## config.mk

```make
export PLATFORM = sky130hd
export DESIGN_NAME = binary_to_gray
export DESIGN_NICKNAME = d
export VERILOG_FILES = /design/src/rtl/binary_to_gray.sv
export SDC_FILE = /design/constraint.sdc
export NUM_CORES = 1
export LEC_CHECK = 0
export ABC_AREA = 1
export ABC_CLOCK_PERIOD_IN_PS = 4900
export BUFFER_PORTS_ARGS = -buffer_cell sky130_fd_sc_hd__buf_2
export CELL_PAD_IN_SITES_DETAIL_PLACEMENT = 0
export CELL_PAD_IN_SITES_GLOBAL_PLACEMENT = 1
export CORE_MARGIN = 2
export CORE_UTILIZATION = 32
export CTS_CLUSTER_DIAMETER = 60
export DETAILED_ROUTE_END_ITERATION = 16
export GPL_ROUTABILITY_DRIVEN = 1
export PLACE_DENSITY = 0.81
export SYNTH_ARGS = -nofsm -noshare
export SYNTH_HDL_FRONTEND = slang
export SYNTH_SLANG_ARGS = --single-unit
```

## constraint.sdc

```tcl
create_clock -name clk -period 4.9 [get_ports clk]
set_input_delay 0.245 -clock clk [delete_from_list [all_inputs] [get_ports clk]]
set_output_delay 0.245 -clock clk [all_outputs]
set_load 0.05 [all_outputs]
```

## src/rtl/binary_to_gray.sv

```systemverilog
// Binary to reflected-Gray converter with a combinational result and a registered,
// valid-qualified copy that flags whether successive accepted codes are Gray-adjacent.
module binary_to_gray #(
    parameter int unsigned WIDTH = 4
) (
    input  logic             clk,
    input  logic             rst,
    input  logic [WIDTH-1:0] binary_in,
    input  logic             in_valid,
    output logic [WIDTH-1:0] gray_out,
    output logic [WIDTH-1:0] gray_q,
    output logic             out_valid,
    output logic             adj_ok
);

    logic [WIDTH-1:0] gray_d;
    logic [WIDTH-1:0] diff;
    logic             out_valid_d, out_valid_q;
    logic             adj_ok_d, adj_ok_q;
    logic             have_prev_d, have_prev_q;

    // Pure function of binary_in so the path works with clk/rst idle.
    always_comb begin
        gray_out = binary_in ^ (binary_in >> 1);
    end

    always_comb begin
        diff        = gray_out ^ gray_q;
        gray_d      = gray_q;
        out_valid_d = 1'b0;
        adj_ok_d    = adj_ok_q;
        have_prev_d = have_prev_q;
        if (in_valid) begin
            gray_d      = gray_out;
            out_valid_d = 1'b1;
            adj_ok_d    = have_prev_q && ($countones(diff) == 1);
            have_prev_d = 1'b1;
        end
    end

    always_ff @(posedge clk) begin
        if (rst) begin
            gray_q      <= '0;
            out_valid_q <= 1'b0;
            adj_ok_q    <= 1'b0;
            have_prev_q <= 1'b0;
        end else begin
            gray_q      <= gray_d;
            out_valid_q <= out_valid_d;
            adj_ok_q    <= adj_ok_d;
            have_prev_q <= have_prev_d;
        end
    end

    assign out_valid = out_valid_q;
    assign adj_ok    = adj_ok_q;

endmodule

```

# Word-level counts from Yosys, hierarchy flattened
# Cells that the tools add are included.
[totals]
regBits = 7
romBits = 0
mem_bits_rw = 0
output_inout_bits = 10
word_cells = 12
mem_count = 0
in_bits = 7
latch_bits = 0
[classes]
magnitude_cmp = 0
mul = 0
mux = 1
addsub = 3
bitwise_logic = 2
n_eq_ne = 1
div = 0
n_shift = 0
n_reduce_logical = 1
[op_table]
columns = ["operator", "n"]
rows = [
  ["adder 1 x 1 -> 2 bit", 2],
  ["bitwise XOR 4 x 3 -> 4 bit", 1],
  ["bitwise XOR 4 bit", 1],
  ["adder 2 x 2 -> 3 bit", 1],
  ["equality test 3 x 1 -> 1 bit, second input constant", 1],
  ["logical AND 1 bit", 1],
  ["2-to-1 mux 1 bit", 1],
]

# Logic depth before layout (Yosys ltp)
# Gate-level depths: netlist of run 1.
[depth]
depth_word = 6
ltp_mapped = 11

# Worst setup path after synthesis of run 1
# OpenSTA, ideal clock, no wires.
[synth_path]
path_type = "register to register"
startpoint = "register gray_q[1]"
endpoint = "register adj_ok_q, in the netlist adj_ok"
arrival_ns = 2.069
setup_slack_ns = 2.761
setup_ns = 0.070
path_buffers = 0
required_ns = 4.830
stages_incl_launch_ff = 11
path_cell_list = "dfxtp_1 inv_1 nand3_1 nand2_1 inv_1 fa_1 ha_1 ha_1 nor2_1 nand2_1 a21oi_1"
[synth_between]
elab_chain_len = 5
[synth_lines]
columns = ["item", "line_no", "source"]
rows = [
  ["start: declaration", "11", "output logic [WIDTH-1:0] gray_q,"],
  ["start signal: assignment", "48", "gray_q <= gray_d;"],
  ["bitwise XOR 4 bit", "28", "diff = gray_out ^ gray_q;"],
  ["adder 1 x 1 -> 2 bit (not written as such)", "36", "adj_ok_d = have_prev_q && ($countones(diff) == 1);"],
  ["adder 2 x 2 -> 3 bit (not written as such)", "36", ""],
  ["equality test 3 x 1 -> 1 bit", "36", ""],
  ["logical AND 1 bit", "36", ""],
  ["end signal: assignment", "50", "adj_ok_q <= adj_ok_d;"],
  ["end: declaration", "19", "logic adj_ok_d, adj_ok_q;"],
]
# Every way passes these cells.
# A chain may end at the register's enable or synchronous reset.

# Final worst setup path of run 1
# Same ends and word-level chain as after synthesis.

==> flow_summary.toml, run 1 <==
[cts]
clkTransAtPathRegs_ps = 50
cts_resized = 0
cts_hold_buffers = 0
cts.sinks = 7
cts_root_buffer = "clkbuf_4"
htreeDepth = 1
cts.path.max_buffers = 2
post-cts-setup-buffer-count = 0
tritoncts = "yes"
clock_latency_ps = 240
cts_buffers = 3

[floorplan]
start_util_pct = 33.8
die_w_microns = 41.1
die_area_sq_um = 1690
num_rows = 13
die_h_microns = 41.1
ios = 17
core-area_sq_um = 1300

[critical_path]
worstSetupStartpointType = "flip-flop"
critPathBufInv = 2
path_class = "reg2reg"
crit_fanout = 3
path_cells = "inv_1 > nand3_1 > nand2_1 > inv_1 > fa_1 > ha_1 > ha_1 > nor2_1 > nand2_1 > a21oi_1"
end_kind = "flip-flop"
crit_slowest_cell = "fa_1"
max_stage_delay_ps = 420
arrival_ps = 2070
worst_path_dominant_cell_family = "adder cells"
cp_data_required_time_ps = 5080

[grt]
grt_pass1_wl_mm = 1.42
grt_start_max_net_pins = 10
grt_pass1_vias = 358
grt_usage_pct = 13.2
overflow = 0
antenna_found_initial = 0

[detailed_routing]
first_pass_iters = 4
antenna_left = 0
post_drt_via_cell_ratio = 4.26
vias = 422
routed_wl_microns = 859
wl_per_cell_microns = 8.68
drc = 0
initialDrtViolationCount = 7

[place]
hpwlAfterDp_microns = 736
port_buffers = 16
gp_congestion = 0.678

[sta]
rsz0062_at_grt = "no"
finalClockSkew_ps = 0.969
setup_viol = 0
drv_slew = 0
timing.fmax_ghz = 0.528
hold_viol = 0
final.period_utilization_pct = 38.6
period_needed_ps = 1890
tightest_slew_ps = 254
slew_headroom_pct = 83.2
setup_tns_ps = 0

[synth]
synthTopCellsByCount = "nand2_1 (19), inv_1 (10), dfxtp_1 (7), nand3_1 (7)"
yosys_warnings = 0
syn_inst = 66
synth-edff-count = 0
synth_top_area_share_pct = 31.8
yosys-top-cells-area = "dfxtp_1 (32%), nand2_1 (16%), inv_1 (8.5%)"
ys_ff_latch = 7
async_flop_share_pct = 0
synth.yosys.seq_area_share_pct = 31.8
yosys.cell_types.count = 16
yosysTopAreaCell = "dfxtp_1"
synth_nets = 76
synth_area_sq_um = 440
ys.flop_type = "dfxtp_1"
syn_avg_cell_area_sq_um = 6.67
synth.most_common_cell = "nand2_1"

[pwr]
leakagePower_nw = 0.335
vdd_drop_max_uv = 152
powerDensity_nw_per_um2 = 321

[final_layout]
layout-drive-gt1-share_pct = 31.0
fill_cells = 160
nets = 95
syn_to_final_growth_pct = 24.1
antenna_cells = 0
multiInputGateArea_sq_um = 226
seq_area_sq_um = 140
fin_util_pct = 42.0

[run]
drv_cap = 0

[min_path]
worstHoldPathType = "in2reg"

[run_status]
status = "completed"
stage by stage:
stage | std cells | total power, W | area [sq um] | worst slack [ps] | hold WS [ps]
after floorplan | 66 | 0.000113 | 440 | 2760 | 317
after global placement | 95 | 0.000127 | 520 | 2910 | 449
after detailed placement | 95 | 0.000126 | 520 | 2930 | 473
after CTS | 99 | 0.000179 | 547 | 2990 | 248
after global routing | 99 | 0.000189 | 547 | 2860 | 253
final | 99 | 0.000175 | 547 | 3010 | 256
cell type report:
type                       count  area share [%]
clock buffer                   4            4.81
inverter                      14            10.1
multi-input combinational     43            41.4
sequential                     7            25.6
tap                           15            3.43
timing repair buffer          16            14.6
cells by family (layout without fill, tap and decap cells):
group                      count (synthesis)  in the layout  share of synthesized area [%]
xor gates and xnor gates                   1              1                           1.99
and+or+nand+nor                           32             32                           30.4
DFF                                        7              7                           31.8
buffers and inverters                     16             34                           16.8
adders and majority gates                  3              3                           10.2
AOI/OAI and AO/OA                          7              7                           8.81
layer usage:
metal  vias to the layer above  wire length [microns]  track usage (%)
met4                         0                      5             9.68
met3                         2                     49             1.63
met5                         -                      0                0
met2                        10                    384             19.1
li1                        237                      -                -
met1                       173                    419             17.6
path summary, 6_finish.rpt:
kind | cells after the start | from | to | slack, ps
max | 10 | gray_q[1] | adj_ok | 3010
min | 2 | rst | out_valid | 260
max reg2reg | 10 | gray_q[1] | adj_ok | 3010
min reg2reg | 2 | have_prev_q | have_prev_q | 490
layout by cell type (no fill, tap or decap), types with 2 or more instances in the layout:
| cell | count |
|---|---|
| dfxtp_1 | 7 |
| clkbuf_4 | 3 |
| nand2_2 | 2 |
| o21ai_0 | 2 |
| nand3_1 | 7 |
| ha_1 | 2 |
| nor2_1 | 4 |
| inv_1 | 10 |
| a21oi_1 | 4 |
| buf_2 | 16 |
| inv_2 | 3 |
| nand2_1 | 19 |
sequential cells by signal, summed over array words and instances, names as in the netlist:
signal,cells
have_prev_q,1
gray_q,4
adj_ok,1
out_valid,1
report_power, final:
part	leakage (nW)	total, W	switching, W	internal [W]
sequential	0.0582	0.0000636	0.00000239	0.0000612
clock	0.0150	0.0000503	0.0000193	0.0000309
combinational	0.262	0.0000615	0.0000432	0.0000183
Power figures use the tool's default switching activity.
==> run 2: changes to the inputs <==
ABC_CLOCK_PERIOD_IN_PS = 2000   (was 4900)
CORE_UTILIZATION = 30   (was 32)
PLACE_DENSITY = 0.77   (was 0.81)
clock period = 2 ns   (was 4.9 ns; I/O delays follow)
==> flow_summary.toml, run 2 (same netlist as run 1, synthesis figures left out) <==
[run_status]
status = "completed"

[pwr]
clkPwrFrac_pct = 28.9
p_int_w = 0.000272
powerDensity_nw_per_um2 = 782
seq_power_share_pct = 36.0
leakagePower_nw = 0.334
p_switching_w = 0.000163
p_comb_share_pct = 35.1
p_sw_share_pct = 37.4
vdd_drop_max_uv = 313

[final_layout]
fill_cells = 157
mostFrequentLayoutCells = "nand2_1 (19), buf_2 (16), inv_1 (9)"
antenna_cells = 0
final_common_cell = "nand2_1"
nets = 95
seq_area_sq_um = 144
syn_to_final_growth_pct = 26.4
largest_reg_flops = 4
top_register = "gray_q"
multiInputGateArea_sq_um = 233
layout-drive-gt1-share_pct = 38.1

[sta]
tightest_slew_ps = 248
final.period_utilization_pct = 91.1
holdWs_ps = 111
drv_slew = 0
hold_viol = 0
finalClockSkew_ps = 0.244
period_needed_ps = 1820
timing.fmax_ghz = 0.549
rsz0062_at_grt = "no"
setup_tns_ps = 0
slew_headroom_pct = 83.6
setup_viol = 0

[cts]
cts_hold_buffers = 0
clock_latency_ps = 250
tritoncts = "yes"
htreeDepth = 1
cts_root_buffer = "clkbuf_4"
clkTransAtPathRegs_ps = 50
cts_buffers = 3
cts.sinks = 7
cts.path.max_buffers = 2

[place]
port_buffers = 16
gp_congestion = 0.675
hpwlAfterDp_microns = 722

[floorplan]
num_rows = 13
core-area_sq_um = 1330
die_h_microns = 42.3
start_util_pct = 33.0
die_area_sq_um = 1790
ios = 17
die_w_microns = 42.3

[grt]
grt_pass1_vias = 368
grt_start_max_net_pins = 10
grt_pass1_wl_mm = 1.50
overflow = 0
grt_usage_pct = 11.2
antenna_found_initial = 0

[min_path]
worstHoldPathType = "in2reg"
hold_depth = 2

[detailed_routing]
first_pass_iters = 4
wl_per_cell_microns = 8.99
wl_met2_microns = 355
initialDrtViolationCount = 8
drc = 0
antenna_left = 0
post_drt_via_cell_ratio = 4.34
top_layer = "met4"
vias = 430
routed-wl-met3_microns = 71
routed_wl_microns = 890
met1Wirelength_microns = 457

[critical_path]
reg2regPathDepth = 10
worstSetupStartpointType = "flip-flop"
end_kind = "flip-flop"
crit_fanout = 3
cp_data_required_time_ps = 2180
arrival_ps = 2010
path_class = "reg2reg"

[run]
drv_cap = 0
[run 2: changes by cell type in the layout (fill, tap and decap cells not counted)]
| cell | delta |
|---|---|
| ha_2 | +1 |
| dfxtp_2 | +3 |
| inv_2 | +1 |
| a21oi_1 | -1 |
| dfxtp_1 | -3 |
| a21oi_2 | +1 |
| ha_1 | -1 |
| inv_1 | -1 |
[run 2: worst paths after layout]
kind,startpoint,end,slack (ps)
hold / removal,rst,have_prev_q,110
setup / recovery,gray_q[1],adj_ok,180
setup reg to reg,gray_q[1],adj_ok,180
hold reg to reg,have_prev_q,have_prev_q,470
[run 2: worst max-delay path: stages, from the launching register on]
cell	delay, ps
dfxtp_2	330
inv_2	60
nand3_1	70
nand2_1	60
inv_1	50
fa_1	480
ha_2	180
ha_1	260
nor2_1	90
nand2_1	70
a21oi_2	110
[run 2: power groups by stage]
stage	registers [W]	clock network (W)	logic (W)
2_1_floorplan	0.000189	0	0.0000884
4_1_cts	0.000156	0.000133	0.000152
3_5_place_dp	0.000159	0	0.000152
5_1_grt	0.000158	0.000141	0.000172
6_report	0.000157	0.000126	0.000153
3_3_place_gp	0.000159	0	0.000150
[run 2: layout make-up]
class	instances	share of cell area, %
Clock buffer	4	4.72
Inverter	14	9.89
Multi-Input combinational cell	43	41.8
Sequential cell	7	25.8
Tap cell	15	3.37
Timing Repair Buffer	16	14.4
[run 2: per-layer routing]
layer,global-route usage [%],vias to the layer above
li1,-,236
met5,0,-
met1,15.7,178
met3,3.02,2
met2,14.5,14
met4,7.50,0
[run 2: repair_timing]
| item | CTS | global route |
|---|---|---|
| resized for setup | 0 | 3 |
| endpoints found under the setup margin | 0 | 1 |
| endpoints found under the hold margin | 0 | 0 |
| setup buffers | 0 | 0 |
[run 2: stage by stage]
step	area [sq um]	instances	setup WS (ps)	power [W]	utilization, %
2_1_floorplan	444	66	39.8	0.000277	-
3_3_place_gp	524	95	158	0.000309	39.3
3_5_place_dp	524	95	140	0.000311	39.3
4_1_cts	551	99	118	0.000442	41.3
5_1_grt	557	99	9.34	0.000471	41.7
6_report	557	99	178	0.000435	41.7
